## config.mk

```make
export PLATFORM = sky130hd
export DESIGN_NAME = mod_counter
export DESIGN_NICKNAME = d
export VERILOG_FILES = /design/src/rtl/mod_counter.sv
export SDC_FILE = /design/constraint.sdc
export NUM_CORES = 1
export LEC_CHECK = 0
export ABC_AREA = 1
export ABC_CLOCK_PERIOD_IN_PS = 2500
export BUFFER_PORTS_ARGS = -buffer_cell sky130_fd_sc_hd__buf_2
export CORE_MARGIN = 5
export CORE_UTILIZATION = 35
export CTS_CLUSTER_SIZE = 20
export DETAILED_ROUTE_END_ITERATION = 12
export SYNTH_ARGS = -nofsm -noshare
export SYNTH_HDL_FRONTEND = slang
export SYNTH_SLANG_ARGS = --single-unit
```

## constraint.sdc

```tcl
create_clock -name clk -period 2.5 [get_ports clk]
set_clock_uncertainty 0.2 [all_clocks]
set_input_delay 0.125 -clock clk [delete_from_list [all_inputs] [get_ports clk]]
set_output_delay 0.125 -clock clk [all_outputs]
set_load 0.01 [all_outputs]
```

## src/rtl/mod_counter.sv

```systemverilog
// Up/down modulo counter with enable prescaler, synchronous clear/load,
// registered terminal-count pulse, sticky wrap flag and selectable output encoding.
module mod_counter #(
    parameter int              WIDTH    = 32,
    parameter longint unsigned MODULO   = 64'd1 << WIDTH,
    parameter int              PRESCALE = 1,
    parameter int              OUT_MODE = 0
) (
    input  logic             clk,
    input  logic             neg_reset,
    input  logic             en,
    input  logic             up_dn,
    input  logic             clear,
    input  logic             load,
    input  logic [WIDTH-1:0] load_val,
    input  logic             wrap_ack,
    output logic [WIDTH-1:0] counter_out,
    output logic             tc,
    output logic             wrap_flag
);

    // MODULO may equal 2**WIDTH, so it is held in WIDTH+1 bits before deriving the top count.
    localparam logic [WIDTH:0]   MOD_W   = (WIDTH + 1)'(MODULO);
    localparam logic [WIDTH-1:0] MAX_CNT = WIDTH'(MOD_W - (WIDTH + 1)'(1));
    localparam int               PW      = (PRESCALE > 1) ? $clog2(PRESCALE) : 1;
    localparam logic [PW-1:0]    PS_LAST = PW'(PRESCALE - 1);

    logic [WIDTH-1:0] r_cnt;
    logic [PW-1:0]    r_pre;
    logic             r_tc;
    logic             r_wrap_flag;

    logic             w_tick;
    logic             w_at_max;
    logic             w_at_zero;
    logic             w_wrap;
    logic [WIDTH-1:0] w_cnt_step;
    logic [WIDTH-1:0] w_load_sat;
    logic [WIDTH-1:0] w_out;

    assign w_tick    = en && (r_pre == PS_LAST);
    assign w_at_max  = (r_cnt == MAX_CNT);
    assign w_at_zero = (r_cnt == '0);
    // A wrap only counts when the step actually happens, i.e. clear and load are idle.
    assign w_wrap    = w_tick && !clear && !load && (up_dn ? w_at_max : w_at_zero);

    always_comb begin
        w_cnt_step = r_cnt;
        if (up_dn) begin
            w_cnt_step = w_at_max ? '0 : r_cnt + WIDTH'(1);
        end else begin
            w_cnt_step = w_at_zero ? MAX_CNT : r_cnt - WIDTH'(1);
        end
    end

    assign w_load_sat = (load_val > MAX_CNT) ? MAX_CNT : load_val;

    always_ff @(posedge clk or negedge neg_reset) begin
        if (!neg_reset) begin
            r_cnt       <= '0;
            r_pre       <= '0;
            r_tc        <= 1'b0;
            r_wrap_flag <= 1'b0;
        end else begin
            r_tc <= w_wrap;
            if (w_wrap) begin
                r_wrap_flag <= 1'b1;
            end else if (wrap_ack) begin
                r_wrap_flag <= 1'b0;
            end

            if (clear) begin
                r_cnt <= '0;
                r_pre <= '0;
            end else if (load) begin
                r_cnt <= w_load_sat;
                r_pre <= '0;
            end else if (en) begin
                r_pre <= w_tick ? '0 : r_pre + PW'(1);
                if (w_tick) begin
                    r_cnt <= w_cnt_step;
                end
            end
        end
    end

    always_comb begin
        w_out = r_cnt;
        if (OUT_MODE == 1) begin
            w_out = ~r_cnt;
        end else if (OUT_MODE == 2) begin
            w_out = ~r_cnt + WIDTH'(1);
        end
    end

    assign counter_out = w_out;
    assign tc          = r_tc;
    assign wrap_flag   = r_wrap_flag;

endmodule

```

-- After elaboration in Yosys (flattened, before gate mapping)
Index checks and enable logic that the tools add are counted.
- flip-flop bits (word level): 35
- bits of input ports: 39
- add/sub/neg operators: 3
- magnitude comparators: 1
- equal/unequal tests: 1
- multiplexer cells: 15
- bitwise gates (word level): 1
- reductions and logical operators: 11
- operators by type and width (cell ; count):
    $mux 32 ; 8
    $add 32x1->32 const B ; 1
    $eq 32x32->1 const B ; 1
    $gt 32x32->1 const B ; 1
    $logic_not 32->1 ; 1
    $sub 32x1->32 const B ; 1
    $mux 1 ; 7
    $reduce_bool 3->1 ; 2
    $logic_and 1x1->1 ; 4
    $logic_not 1->1 ; 2
    $reduce_and 2->1 ; 1
    $reduce_bool 2->1 ; 1
    $add 1x1->1 const B ; 1
    $not 1->1 ; 1

-- Logic depth before layout (Yosys ltp)
- depth in word-level cells: 7
- mapped depth: 13
- gate-level depth less buffers: 13

-- Worst setup path after synthesis
No wires, ideal clock.
- kind: reg2reg
- start point: reg r_cnt[1], in the netlist counter_out[1]
- end point: reg r_cnt[21], in the netlist counter_out[21]
- arrival time: 1582 ps
- required time: 2184 ps
- setup slack: 602 ps
- cell stages (with the launch flop): 14
- period minus slack after synthesis: 1898 ps
- path through: dfrtp_1 > ha_1 > nand2_1 > nor2_4 > nand2_2 > nor2_4 > nand2_4 > buf_6 > nand3_1 > nand2_1 > nand2_1 > nand2_1 > nand2_1 > nand2_1
- longest elaborated chain between the ends: 7
- elaborated cells between the ends (all ways): 11
- classes of those cells: add/sub (2); eq/ne (1); mux (7); reduce/logical (1)
- RTL lines (element ; line ; RTL):
    from (decl) ; 28 ; logic [WIDTH-1:0] r_cnt;
    from (signal assigned) ; 76 ; r_cnt <= w_load_sat;
    from (signal assigned) ; 81 ; r_cnt <= w_cnt_step;
    $sub 32x1->32, or another cell as far along ; 52 ; w_cnt_step = w_at_zero ? MAX_CNT : r_cnt - WIDTH'(1);
    $mux 32 (on tied branches) ; 52, 50 ;
    $mux 32 * ; 49 ; if (up_dn) begin
    $mux 32 * ; 80 ; if (w_tick) begin
    $mux 32 * ; 78 ; end else if (en) begin
    $mux 32 * ; 75 ; end else if (load) begin
    $mux 32 * ; 72 ; if (clear) begin
Mark *: on every way between the ends. The rest lies on a longest branch, timed or not. The select of a mux whose other input is x is not followed.
A chain may end at the register's enable or synchronous reset.

-- Worst setup path after layout
- start point: reg r_cnt[0], in the netlist counter_out[0]
- end point: reg r_cnt[30], in the netlist counter_out[30]
Same word-level chain as after synthesis.

==> results.json <==
{
  "die-area_um2": 14600,
  "avgSynthCellArea_um2": 5.54,
  "tns_ns": 0,
  "gp_congestion": 0.944,
  "finalCriticalPeriod_ns": 2.29,
  "hold_start": "load_val[5]",
  "cts_root_buf": "clkbuf_16",
  "setup_viol": 0,
  "cp_common_cell": "nand2_1",
  "synth-compound-area-share_pct": 5.69,
  "status": "finished with violations",
  "timing.hold.ws_ns": -0.0119,
  "arrival_ns": 2.31,
  "yosysTopAreaCellShare_pct": 25.8,
  "syn_nets": 820,
  "coreArea_um2": 12100,
  "min_path_type": "in -> reg",
  "ys_seq_area_share_pct": 20.3,
  "pwr_density_cell_nw_per_um2": 416,
  "synth_simple_gate_area_share_pct": 56.8,
  "synthAdderAreaFrac_pct": 0.872,
  "internal_power_mw": 1.32,
  "grt_pass1_vias": 4759,
  "post_dp_cell_area_um2": 4850,
  "seqPwrFrac_pct": 33.1,
  "cts_tree": "done",
  "ir_drop_uv": 266,
  "cp_slowest_cell": "dfrtp_1",
  "finalHoldViolations": 2,
  "grt_max_degree": 36,
  "antenna_cells": 0,
  "synthXorXnorAreaFrac_pct": 4.47,
  "drcViolationCount": 0,
  "grt_pass1_wl_um": 25100,
  "cts.sinks": 35,
  "pre_cts_slack_ns": 0.235,
  "synthMuxAreaShare_pct": 0,
  "tightest_slew_ns": 0.898,
  "num_io_pins": 73,
  "grt_antenna_before_repair": 0,
  "start_util_pct": 35.7,
  "layout-drive-gt1-share_pct": 18.8,
  "seqCellArea_um2": 876,
  "relSlewSlack_pct": 40.1,
  "slowest_delay_ns": 0.42,
  "vias": 5069,
  "path_cells": "inv_2, ha_1, nand2_2, nor2_1, nand4_1, nor2_1, nand3_1, nand2_1, nand2_1, nand2_1, nand2_1, nand2_1",
  "final.fill_count": 1345,
  "rsz0062_at_grt": "false",
  "wl_met2_um": 7010,
  "p_leak_nw": 2.67,
  "violations": "hold timing",
  "portBuffers": 72,
  "maxSlewViolCount": 0,
  "design_area_um2": 5320,
  "max_freq_mhz": 437,
  "drt_iter0_drc": 437,
  "yosys_warnings": 0,
  "path_buf_inv": 1,
  "synth-seq-cells": 35,
  "htreeDepth": 2,
  "wl_per_cell_um": 14.9,
  "r2r_start": "counter_out[0]",
  "overflow": 0,
  "fin_util_pct": 44.1,
  "synth_area_um2": 4310,
  "syn_to_final_growth_pct": 23.5,
  "dp.cells": 1010,
  "clock_latency_ns": 0.28,
  "drt-vias-per-instance": 4.83,
  "wl_um": 15700,
  "die_w_um": 121,
  "finalPower_mw": 2.21,
  "die_y_um": 121,
  "num_rows": 40,
  "synthDistinctLibCells": 34,
  "routed.top_layer": "met4",
  "grt_use_total_pct": 21.7,
  "startpoint": "counter_out[0]",
  "netSwitchingFraction_pct": 40.3,
  "synth_edf_count": 0,
  "clockBufferDepth": 2,
  "pwr-share-comb_pct": 37.3,
  "drv_cap": 0,
  "worstPathMaxFanout": 7,
  "cts_buffers": 5,
  "wl_met3_um": 1050,
  "critPathTopFamily": "simple AND/OR/NAND/NOR gates",
  "worst_slack_ns": 0.212,
  "dr.pass1.iters": 5,
  "path_clk_slew_ns": 0.06,
  "startpoint_type": "flip-flop",
  "min_period_over_period_pct": 91.5,
  "p_clk_share_pct": 29.6,
  "async_reset_ff_share_pct": 100,
  "final_nets": 923,
  "multi_input_area_um2": 2920,
  "crit_type": "reg -> reg",
  "dp_hpwl_um": 11900,
  "required_ns": 2.53,
  "synthCells": 778,
  "netSwitchingPower_uw": 891,
  "layoutNonFillerInstCount": 1049,
  "endpoint_kind": "flip-flop",
  "ant_nets": 0,
  "synthFlopType": "dfrtp_1",
  "synth_top_family_by_area": "simple AND/OR/NAND/NOR gates",
  "synthTopCellsByArea": "nand2_1 26%, dfrtp_1 20%, nor2_1 13%",
  "yosysTopAreaCell": "nand2_1",
  "met1_length_um": 7220
}
-- cell usage after synthesis (2+ instances only) --
cell type	count
xor2_1	22
buf_2	9
inv_2	7
clkbuf_1	8
buf_4	8
nand4_1	8
nor2_4	8
clkbuf_2	2
ha_1	3
nor2_2	22
dfrtp_1	35
nand3_1	57
nor2_1	147
a21oi_1	7
buf_6	9
inv_1	62
nand3_2	6
o21ai_0	24
nor3_1	5
nand2_1	296
nand3b_1	2
nand2_2	10
o21ai_1	10
-- sequential cells by signal, indices dropped and copies added (netlist names) --
register,cells
r_pre,1
counter_out,32
wrap_flag,1
tc,1
-- cell families (layout without fill, tap and decap cells) --
logic type | count (synthesis) | count (layout)
adders and majority gates | 3 | 3
DFF | 35 | 35
and+or+nand+nor | 567 | 567
xor gates and xnor gates | 22 | 22
buffers and inverters | 106 | 209
AOI/OAI and AO/OA | 45 | 45
-- routing by layer --
metal	track usage [%]	vias up
met4	5.74	0
met5	0	-
li1	-	2595
met3	2.84	19
met1	30.8	2278
met2	34.4	177
-- worst min-delay path: stages --
cell and delay (ns):
buf_2 0.08, nor2_1 0.04, nor2_1 0.09, nand2_1 0.06
nand2_1 0.05
-- power by group through the flow --
| stage | combinational [mW] | clock, mW | sequential, mW |
|---|---|---|---|
| floorplan | 0.561 | 0 | 0.701 |
| global placement | 0.788 | 0 | 0.735 |
| detailed placement | 0.784 | 0 | 0.739 |
| CTS | 0.825 | 0.670 | 0.728 |
| global route | 0.931 | 0.688 | 0.741 |
| finish | 0.824 | 0.655 | 0.731 |
-- worst paths after layout --
path | to | slack, ns | cells past startpoint
worst max-delay path | counter_out[30] | 0.21 | 12
worst min register to register | wrap_flag | 0.32 | 2
max in group asynchronous | counter_out[20] | 1.21 | 2
worst min-delay path | counter_out[5] | -0.01 | 5
worst max register to register | counter_out[30] | 0.21 | 12
min in group asynchronous | counter_out[5] | 0.32 | 2
-- layout make-up --
cell class	count	share of cell area (%)
tap	168	3.95
sequential	35	16.5
multi-input combinational	637	54.9
clock inverter	1	0.0941
timing repair buffer	132	17.0
inverter	70	4.94
clock buffer	6	2.61
-- layout by cell type (no fill, tap or decap), types with 22 or more instances in the layout --
cell | netlist | routed
nand2_1 | 296 | 296
nor2_1 | 147 | 147
buf_2 | 9 | 72
inv_1 | 62 | 62
dlygate4sd3_1 | 0 | 32
xor2_1 | 22 | 22
nand3_1 | 57 | 57
nor2_2 | 22 | 22
buf_4 | 8 | 27
dfrtp_1 | 35 | 35
o21ai_0 | 24 | 24
-- repair_timing --
item | CTS | global route
endpoints found under the hold margin | 63 | 0
hold buffers | 32 | 0
buffers inserted | 0 | 0
resized for setup | 0 | 0
Power figures use the tool's default switching activity.
